**config.mk**
```make
export PLATFORM = sky130hd
export DESIGN_NAME = branch_resolve_queue
export DESIGN_NICKNAME = d
export VERILOG_FILES = /design/src/rtl/branch_resolve_queue.sv
export SDC_FILE = /design/constraint.sdc
export NUM_CORES = 1
export LEC_CHECK = 0
export ABC_AREA = 0
export BUFFER_PORTS_ARGS = -buffer_cell sky130_fd_sc_hd__buf_2
export CAP_MARGIN = 30
export CORE_UTILIZATION = 50
export CTS_BUF_LIST = sky130_fd_sc_hd__clkbuf_16
export CTS_CLUSTER_SIZE = 24
export DETAILED_ROUTE_END_ITERATION = 8
export GPL_ROUTABILITY_DRIVEN = 0
export GPL_TIMING_DRIVEN = 0
export PLACE_DENSITY_LB_ADDON = 0.08
export RECOVER_POWER = 100
export SYNTH_ARGS = -nofsm -noshare
export SYNTH_HDL_FRONTEND = slang
export SYNTH_SLANG_ARGS = --single-unit
export TNS_END_PERCENT = 20
```
**constraint.sdc**
```tcl
create_clock -name clk -period 21.6 [get_ports clk]
set_clock_uncertainty 0.2 [all_clocks]
set_input_delay 2.16 -clock clk [delete_from_list [all_inputs] [get_ports clk]]
set_output_delay 2.16 -clock clk [all_outputs]
set_load 0.005 [all_outputs]
```
**src/rtl/branch_resolve_queue.sv**
```systemverilog
// branch_resolve_queue: FIFO of predicted conditional branches resolved in order by EX,
// producing predictor feedback, mispredict redirect/flush and performance counters.
`ifndef ADDR_WIDTH
`define ADDR_WIDTH 32
`endif
module branch_resolve_queue #(
  parameter int DEPTH = 4,
  parameter int AW = `ADDR_WIDTH
) (
  input  logic                     clk,
  input  logic                     rst_n,
  input  logic                     i_dec_valid,
  input  logic [AW-1:0]            i_dec_pc,
  input  logic                     i_dec_prediction,
  input  logic [AW-1:0]            i_dec_recovery_target,
  output logic                     o_dec_ready,
  input  logic                     i_ex_valid,
  input  logic                     i_ex_outcome,
  output logic                     o_fb_valid,
  output logic [AW-1:0]            o_fb_pc,
  output logic                     o_fb_prediction,
  output logic                     o_fb_outcome,
  output logic                     o_redirect_valid,
  output logic [AW-1:0]            o_redirect_target,
  output logic                     o_flush,
  output logic [$clog2(DEPTH):0]   o_occupancy,
  output logic [31:0]              o_branch_count,
  output logic [31:0]              o_mispredict_count,
  output logic                     o_error
);
  localparam int PW = $clog2(DEPTH);
  localparam int CW = PW + 1;
  logic [AW-1:0] pc_q [DEPTH];
  logic [AW-1:0] rec_q [DEPTH];
  logic [DEPTH-1:0] pred_q;
  logic [PW-1:0] wp_q, wp_d, rp_q, rp_d;
  logic [CW-1:0] cnt_q, cnt_d;
  logic [31:0] bcnt_q, bcnt_d, mcnt_q, mcnt_d;
  logic fb_valid_q, fb_pred_q, fb_out_q, redir_q, err_q;
  logic [AW-1:0] fb_pc_q, target_q;
  logic push, pop, mis;
  assign o_dec_ready = cnt_q != CW'(DEPTH);
  assign push = i_dec_valid && o_dec_ready;
  assign pop = i_ex_valid && cnt_q != '0;
  assign mis = pop && (i_ex_outcome != pred_q[rp_q]);
  // a mispredict empties the queue and drops any same-cycle wrong-path push
  always_comb begin
    wp_d = mis ? '0 : wp_q + PW'(push);
    rp_d = mis ? '0 : rp_q + PW'(pop);
    cnt_d = mis ? '0 : cnt_q + CW'(push) - CW'(pop);
    bcnt_d = (pop && ~&bcnt_q) ? bcnt_q + 32'd1 : bcnt_q;
    mcnt_d = (mis && ~&mcnt_q) ? mcnt_q + 32'd1 : mcnt_q;
  end
  always_ff @(posedge clk)
    if (push && !mis) begin
      pc_q[wp_q] <= i_dec_pc;
      rec_q[wp_q] <= i_dec_recovery_target;
      pred_q[wp_q] <= i_dec_prediction;
    end
  always_ff @(posedge clk) begin
    if (!rst_n) begin
      wp_q <= '0;
      rp_q <= '0;
      cnt_q <= '0;
      bcnt_q <= '0;
      mcnt_q <= '0;
      fb_valid_q <= 1'b0;
      fb_pc_q <= '0;
      fb_pred_q <= 1'b0;
      fb_out_q <= 1'b0;
      redir_q <= 1'b0;
      target_q <= '0;
      err_q <= 1'b0;
    end else begin
      wp_q <= wp_d;
      rp_q <= rp_d;
      cnt_q <= cnt_d;
      bcnt_q <= bcnt_d;
      mcnt_q <= mcnt_d;
      fb_valid_q <= pop;
      redir_q <= mis;
      err_q <= err_q | (i_ex_valid && cnt_q == '0);
      if (pop) begin
        fb_pc_q <= pc_q[rp_q];
        fb_pred_q <= pred_q[rp_q];
        fb_out_q <= i_ex_outcome;
      end
      if (mis) target_q <= rec_q[rp_q];
    end
  end
  assign o_fb_valid = fb_valid_q;
  assign o_fb_pc = fb_pc_q;
  assign o_fb_prediction = fb_pred_q;
  assign o_fb_outcome = fb_out_q;
  assign o_redirect_valid = redir_q;
  assign o_flush = redir_q;
  assign o_redirect_target = target_q;
  assign o_occupancy = cnt_q;
  assign o_branch_count = bcnt_q;
  assign o_mispredict_count = mcnt_q;
  assign o_error = err_q;
endmodule

```
# Word-level counts from Yosys, hierarchy flattened
# Memories as Yosys holds them, arrays and structs flattened. A register that Yosys moved wholly into a read port is not among the register bits.
# Index checks and enable logic that the tools add are counted.
[totals]
reg_bits = 80
mem_bits_rw = 256
wordCells = 51
n_memories = 2
[op_classes]
n_addsub = 6
n_lt_le_gt_ge = 3
eq_ne = 2
n_mux = 7
bitwise_logic = 2
reduce_logical = 18
[memory_table]
columns = ["name", "words", "width", "rd", "rd_ports_with_merged_regs", "write_ports", "line_no", "source"]
rows = [
  ["pc_q", 4, 32, 1, 1, 1, "33", "logic [AW-1:0] pc_q [DEPTH];"],
  ["rec_q", 4, 32, 1, 1, 1, "34", "logic [AW-1:0] rec_q [DEPTH];"],
]
[op_table]
columns = ["op", "n"]
rows = [
  ["$add A32 B1 Y32 const B", 2],
  ["$reduce_and A32 Y1", 2],
  ["$logic_and A1 B1 Y1", 8],
  ["$lt A2 B3 Y1 const B", 2],
  ["$logic_not A1 Y1", 5],
  ["$add A2 B1 Y2", 2],
  ["$bwmux W4", 1],
  ["$mux W1", 4],
  ["$add A3 B1 Y3", 1],
  ["$logic_not A3 Y1", 1],
  ["$ne A3 B3 Y1 const B", 1],
  ["$reduce_bool A3 Y1", 1],
  ["$sub A3 B1 Y3", 1],
  ["$bmux W1 S2", 1],
  ["$demux W1 S2", 1],
  ["$ge A2 B1 Y1 const B", 1],
  ["$reduce_or A2 Y1", 1],
  ["$ne A1 B1 Y1", 1],
  ["$not A1 Y1", 1],
  ["$or A1 B1 Y1", 1],
]

# Longest topological paths before layout
# Gate-level depths: netlist of the first run.
[depth]
depth_word = 8
ltp_mapped = 11

# Least setup slack after synthesis of the first run
# No wires, ideal clock.
[synth_path]
kind = "in2reg"
start = "input i_ex_outcome"
end = "memory pc_q[0][0] in the netlist's numbering (enable)"
arrival_ns = 8.991
path_slack_ns = 11.761
path_stages = 5
cell_sequence = "xor2_2 and2_1 buf_2 clkbuf_1 nor4_1"
[synth_between]
elab_chain_len = 6
[synth_rtl]
columns = ["element", "line_no", "source"]
rows = [
  ["start: declaration", "18", "input logic i_ex_outcome,"],
  ["$ne A1 B1 Y1", "45", "assign mis = pop && (i_ex_outcome != pred_q[rp_q]);"],
  ["$logic_and A1 B1 Y1", "45", ""],
  ["$logic_not A1 Y1", "55", "if (push && !mis) begin"],
  ["$logic_and A1 B1 Y1", "55", ""],
  ["$mux W1", "55", ""],
  ["$mux W1 (implied by the code)", "56", "pc_q[wp_q] <= i_dec_pc;"],
  ["end: declaration", "33", ""],
]
# No other way between the ends.

# Worst setup path in the final report of the first run
[layout_path]
start = "input i_ex_valid"
end = "memory pc_q[0][31] in the netlist's numbering (enable)"
[layout_between]
elab_chain_len = 6
[layout_rtl]
columns = ["element", "line_no", "source"]
rows = [
  ["start: declaration", "17", "input logic i_ex_valid,"],
  ["$logic_and A1 B1 Y1", "44", "assign pop = i_ex_valid && cnt_q != '0;"],
  ["$logic_and A1 B1 Y1", "45", ""],
  ["$logic_not A1 Y1", "55", ""],
  ["$logic_and A1 B1 Y1", "55", ""],
  ["$mux W1", "55", ""],
  ["$mux W1 (implied by the code)", "56", ""],
]
# No other way between the ends.

==> results.cfg, run 1 <==
[cts]
numCtsBuffers = 43
clk_pin_slew_ps = 60
cts_tree = built
clockBufferDepth = 3
clkSinkCount = 400
cts_max_level = 2
root_buffer = clkbuf_16
clk_latency_ps = 540
hold_buffers = 0
cts_setup_buffers = 0
cts_resized = 0

[routing]
wire_per_inst_um = 18.6
num_vias = 9210
routed_wirelength_mm = 32.4
postRouteAntennaNets = 0
firstDrtPassIters = 6
drcViolationCount = 0
drtIter0Drc = 550
vias_per_cell = 5.29

[finish]
layout.nets = 1391
nFillCells = 2442
antennaDiodeCount = 0
layout.cells.non_filler = 1741
final_util_pct = 60.4
syn2layout_area_growth_pct = 18.7
drive_above_1_share_pct = 16.9

[setup_path]
crit_type = in -> reg
cp-end-kind = register
cp_slowest_cell = nor4_1
crit_buf_inv = 8
critPathLaunchType = input pin
critPathTopFamily = buffers and inverters
cp_max_fo = 10
crit_top_cell = clkbuf_1
path_cells = clkbuf_1 -> nor2b_1 -> and2_0 -> clkbuf_1 -> clkbuf_1 -> nor4_1 -> clkbuf_1 -> clkbuf_1 -> clkbuf_1 -> clkbuf_1 -> clkbuf_1
critPathMaxStageDelay_ps = 1190
arrival_ps = 6330
cp.required_ps = 21610

[sta]
rsz0062_at_grt = no
period_minus_slack_ps = 6320
max-slew-margin-rel_pct = -55.7
setup_viol = 0
setup_slack_ps = 15280
fmax_ghz = 0.158
finalSetupTns_ps = 0
hold_viol = 0
period_share_pct = 29.3
maxSlewViolCount = 187
tightest_slew_ps = 2340

[pwr]
p_per_area_nw_per_um2 = 116
power_leakage_nw = 5.97
peakVddDrop_mv = 0.0782

[yosys]
ys_types = 48
synth_area_leaders = edfxtp_1, dfxtp_1, mux4_2
yosysTopAreaCell = edfxtp_1
async_flop_share_pct = 0
synth_fp_nets = 1123
synth_edf_count = 260
synthCells = 1048
dominantRegCellSynth = edfxtp_1
syn_area_um2 = 15100
synth_top_area_share_pct = 51.7
seq_area_frac_synth_pct = 70.3
ys_warn_count = 0
syn_avg_cell_area_um2 = 14.4
synth-seq-cells = 400

[floorplanning]
pin_count = 208
fp.dieW_um = 176
placement_rows = 63
die_h_um = 176
dieArea_um2 = 30900
start_util_pct = 50.9
core_area_um2 = 29600

[outcome]
failed_checks = max-capacitance violations, max-slew violations
outcome = finished, violations left

[placement]
dp_hpwl_mm = 21.6
post-place-cells = 1660
port_buffers = 206
dp_slack_ps = 16200

[global_route]
grt_antenna_before_repair = 2
grt_pass1_vias = 8975
globalRouteOverflowTotal = 0
grt_start_max_net_pins = 36
grt_pass1_wl_mm = 49.8
grt.total_usage_pct = 21.1

[run]
maxCapViolations = 8

[hold_path]
hold_class = reg -> reg
[layer usage]
layer	wire [um]	share of wire, %	track usage, %	up-vias
li1	-	-	-	4407
met1	14100	44	27.8	4523
met2	15900	49	35.7	237
met3	1810	5.6	4.26	39
met4	532	1.6	5.54	4
met5	26	0.080	0	-
[report_power, final]
part	internal (mW)	switching [mW]	total, mW
clock	0.430	0.292	0.722
combinational	0.163	0.222	0.386
sequential	0.926	0.0372	0.963
total	1.52	0.552	2.07
[layout make-up]
class	count	area (um^2)	area share, %
plain buffers	53	219	1.22
multi-input cells	584	4190	23.4
repair buffers	223	950	5.30
well taps	390	488	2.72
clock buffers	44	1100	6.15
inverters	11	41.3	0.231
clock inverters	36	304	1.70
flip-flops and latches	400	10600	59.3
[tightest hold or removal path: stages, from the launching register on]
cell	delay, ps
dfxtp_1	310
nand2_1	50
a21oi_1	50
[metrics by stage]
| step | power, mW | cell area, um^2 | hold slack [ps] |
|---|---|---|---|
| final | 2.07 | 17900 | 252 |
| after detailed placement | 1.39 | 16800 | 243 |
| after global routing | 2.17 | 17900 | 268 |
| after global placement | 1.39 | 16600 | 240 |
| after floorplan | 1.24 | 15100 | 253 |
| after CTS | 2.12 | 18200 | 252 |
[synthesized netlist by cell type, types with 2 or more instances]
master / n
a21oi_1: 70
and2_1: 2
and3_1: 11
and4_1: 3
buf_1: 7
buf_2: 13
buf_4: 2
clkbuf_1: 30
dfxtp_1: 140
edfxtp_1: 260
ha_1: 4
inv_1: 11
mux2i_1: 3
mux4_2: 65
nand2_1: 162
nand3_1: 23
nand4_1: 19
nor2_1: 89
nor3_1: 25
nor4_1: 12
o211a_1: 2
o21ai_0: 3
or2_2: 2
or3_1: 5
or4_1: 3
xnor2_1: 52
xor2_1: 9
[registers in the layout, indices dropped and copies added, names as in the netlist]
name,count
o_fb_pc,32
o_redirect_target,32
o_error,1
rec_q,128
o_fb_outcome,1
o_fb_prediction,1
rp_q,2
pred_q,4
o_mispredict_count,32
o_branch_count,32
pc_q,128
o_flush,1
o_fb_valid,1
o_occupancy,3
wp_q,2
[worst paths after layout]
check                                      startpoint               endpoint  slack [ps]  cells after the start
worst max-delay path                       i_ex_valid            pc_q[0][31]       15280                     11
worst min-delay path            o_redirect_target[16]  o_redirect_target[16]         250                      2
worst max register to register                rp_q[0]            pc_q[0][31]       16010                     12
worst min register to register  o_redirect_target[16]  o_redirect_target[16]         250                      2
[kinds of logic after synthesis]
logic type      count (synthesis)  synth area share (%)
xor+xnor                       62                  3.65
simple gates                  365                  10.8
compound gates                 84                  3.03
buf+inv                        64                  1.80
flops                         400                  70.3
mux                            68                  9.90
fa+ha+maj                       5                 0.464
[layout by cell type (no fill, tap or decap), types with 26 or more instances in the layout]
master | synthesis | routed
edfxtp_1 | 260 | 260
clkbuf_1 | 30 | 175
nand2_1 | 162 | 163
dfxtp_1 | 140 | 140
buf_2 | 13 | 91
nor2_1 | 89 | 89
a21oi_1 | 70 | 70
mux4_2 | 65 | 65
xnor2_1 | 52 | 52
clkbuf_16 | 0 | 44
nor3_1 | 25 | 26
Note: power is estimated with default switching activity, not from simulation.
==> inputs of run 2 (changes only) <==
--- a/config.mk
+++ b/config.mk
@@ -5,7 +5,7 @@
 export SDC_FILE = /design/constraint.sdc
 export NUM_CORES = 1
 export LEC_CHECK = 0
-export ABC_AREA = 0
+export ABC_AREA = 1
 export BUFFER_PORTS_ARGS = -buffer_cell sky130_fd_sc_hd__buf_2
 export CAP_MARGIN = 30
 export CORE_UTILIZATION = 50
==> constraint.sdc (replaced) <==
create_clock -name clk -period 5.2 [get_ports clk]
set_clock_uncertainty 0.2 [all_clocks]
set_input_delay 0.52 -clock clk [delete_from_list [all_inputs] [get_ports clk]]
set_output_delay 0.52 -clock clk [all_outputs]
set_load 0.005 [all_outputs]
==> results.cfg, run 2 <==
[outcome]
outcome = finished, violations left
failed_checks = max-capacitance violations, max-slew violations

[sta]
fmax_ghz = 0.248
maxSlewViolCount = 9
rsz0062_at_grt = no
max-slew-margin-rel_pct = -2.46
hold_ws_ps = 71.0
period_minus_slack_ps = 4030
hold_viol = 0
setup_viol = 0
tightest_slew_ps = 1530
setup_slack_ps = 1170
period_share_pct = 77.5

[yosys]
dominantRegCellSynth = edfxtp_1
syn_area_um2 = 16600
netlist_top_cells_count = nand2_1, edfxtp_1, nor2_1
synth_fp_nets = 1692
ys_warn_count = 0
synthCells = 1617
synth_top_area_share_pct = 47.1
async_flop_share_pct = 0
yosysTopAreaCell = edfxtp_1
syn_avg_cell_area_um2 = 10.2
synth_area_leaders = edfxtp_1, dfxtp_1, nand2_1
synth-seq-cells = 400
synth_edf_count = 260
ys_types = 38
yosysMostFrequentCell = nand2_1
seq_area_frac_synth_pct = 64.1

[routing]
vias_per_cell = 5.27
drtIter0Drc = 1075
wire_per_inst_um = 17.6
drcViolationCount = 0
postRouteAntennaNets = 0
num_vias = 12800
firstDrtPassIters = 5
routed_wirelength_mm = 42.8

[finish]
mostFrequentLayoutCells = nand2_1, edfxtp_1, nor2_1
drive_above_1_share_pct = 10.7
final_util_pct = 61.1
final_common_cell = nand2_1
final_area_um2 = 19900
layout.nets = 2027
syn2layout_area_growth_pct = 20.1
largestRegisters = pc_q: 128 flops, rec_q: 128 flops

[pwr]
peakVddDrop_mv = 0.300
power_leakage_nw = 7.10
power_mw = 8.83
p_int_mw = 6.13
p_per_area_nw_per_um2 = 444
power.switching_mw = 2.69
clkPwrFrac_pct = 31.8
swShare_pct = 30.5
p_seq_share_pct = 46.2
combinationalPowerShare_pct = 22.0

[floorplanning]
dieArea_um2 = 33900
placement_rows = 66
core_area_um2 = 32500
fp.dieW_um = 184
start_util_pct = 50.9
pin_count = 208
die_h_um = 184

[placement]
dp_hpwl_mm = 29.7
postPlaceCellArea_um2 = 18500
port_buffers = 206
dp_slack_ps = 1910

[global_route]
grt_pass1_vias = 12300
grt.total_usage_pct = 25.5
grt_start_max_net_pins = 15
grt_antenna_before_repair = 2
grt_pass1_wl_mm = 66.5
globalRouteOverflowTotal = 0

[cts]
numCtsBuffers = 42
cts_max_level = 2
root_buffer = clkbuf_16
cts_resized = 0
clockBufferDepth = 3
clkSinkCount = 400
clk_pin_slew_ps = 60
clk_latency_ps = 540
hold_buffers = 55
cts_setup_buffers = 0
cts_tree = built

[setup_path]
crit_end = pc_q[0][28]
arrival_ps = 4000
reg2reg_to = pc_q[0][28]
critPathTopFamily = simple AND/OR/NAND/NOR gates
path_cells = nor2_1 -> a21oi_1 -> nand3_1 -> nand2_1 -> nor3_1 -> clkbuf_1
critPathLaunchType = register
cp_max_fo = 9
r2r_start = o_occupancy[0]
critPathLaunch = o_occupancy[0]
crit_buf_inv = 1
cp.required_ps = 5170
reg2reg_depth = 6
cp_slowest_cell = nor3_1
cp.depth = 6
r2r_slack_ps = 1170
critPathMaxStageDelay_ps = 1190
cp-end-kind = register
crit_type = reg -> reg

[hold_path]
hold_class = in -> reg

[run]
maxCapViolations = 1
[run 2: how the worst min path moves through the flow]
stage | startpoint | to | slack (ps) | depth (start not counted)
after floorplan | o_error | o_error | 250 | 2
after global placement | o_error | o_error | 230 | 2
after detailed placement | o_error | o_error | 250 | 2
after CTS | i_dec_pc[8] | pc_q[3][8] | 0.5 | 1
after global routing | i_dec_pc[8] | pc_q[3][8] | 80 | 1
final | i_dec_pc[24] | pc_q[0][24] | 70 | 1
[run 2: logic make-up after synthesis]
| group | count (synthesis) | synth area share [%] |
|---|---|---|
| adders and majority gates | 5 | 0.423 |
| buffers and inverters | 122 | 3.56 |
| DFF | 400 | 64.1 |
| xor gates and xnor gates | 27 | 1.43 |
| AOI/OAI and AO/OA | 290 | 10.6 |
| and+or+nand+nor | 773 | 20.0 |
[run 2: power groups by stage]
| stage | clock (mW) | combinational (mW) | sequential (mW) |
|---|---|---|---|
| floorplan | 0 | 1.18 | 4.15 |
| global placement | 0 | 1.91 | 4.21 |
| detailed placement | 0 | 2.05 | 4.14 |
| CTS | 2.86 | 2.09 | 4.07 |
| global route | 2.98 | 2.17 | 4.12 |
| finish | 2.81 | 1.94 | 4.08 |
[run 2: through the flow]
stage           TNS, ps  cells
4_1_cts               0   2428
5_1_grt               0   2429
3_5_place_dp          0   2295
2_1_floorplan   -267480   1617
6_report              0   2430
3_3_place_gp   -1344850   2265
[run 2: cell type report]
class / count / area [um^2]
Timing Repair Buffer: 291 / 1670
Tap cell: 442 / 553
Antenna cell: 2 / 5.00
Multi-Input combinational cell: 1095 / 5230
Inverter: 40 / 153
Buffer: 82 / 350
Sequential cell: 400 / 10600
Clock buffer: 43 / 1080
Fill cell: 2863 / 12700
Clock inverter: 35 / 228
[run 2: metal layers]
metal / share of wire (%) / global-route usage [%] / up-vias / wire length [um]
li1: - / - / 6263 / -
met1: 44 / 34.4 / 6093 / 18900
met2: 48 / 42.8 / 381 / 20600
met3: 5.7 / 3.80 / 61 / 2430
met4: 2.0 / 7.43 / 0 / 872
met5: 0 / 0 / - / 0
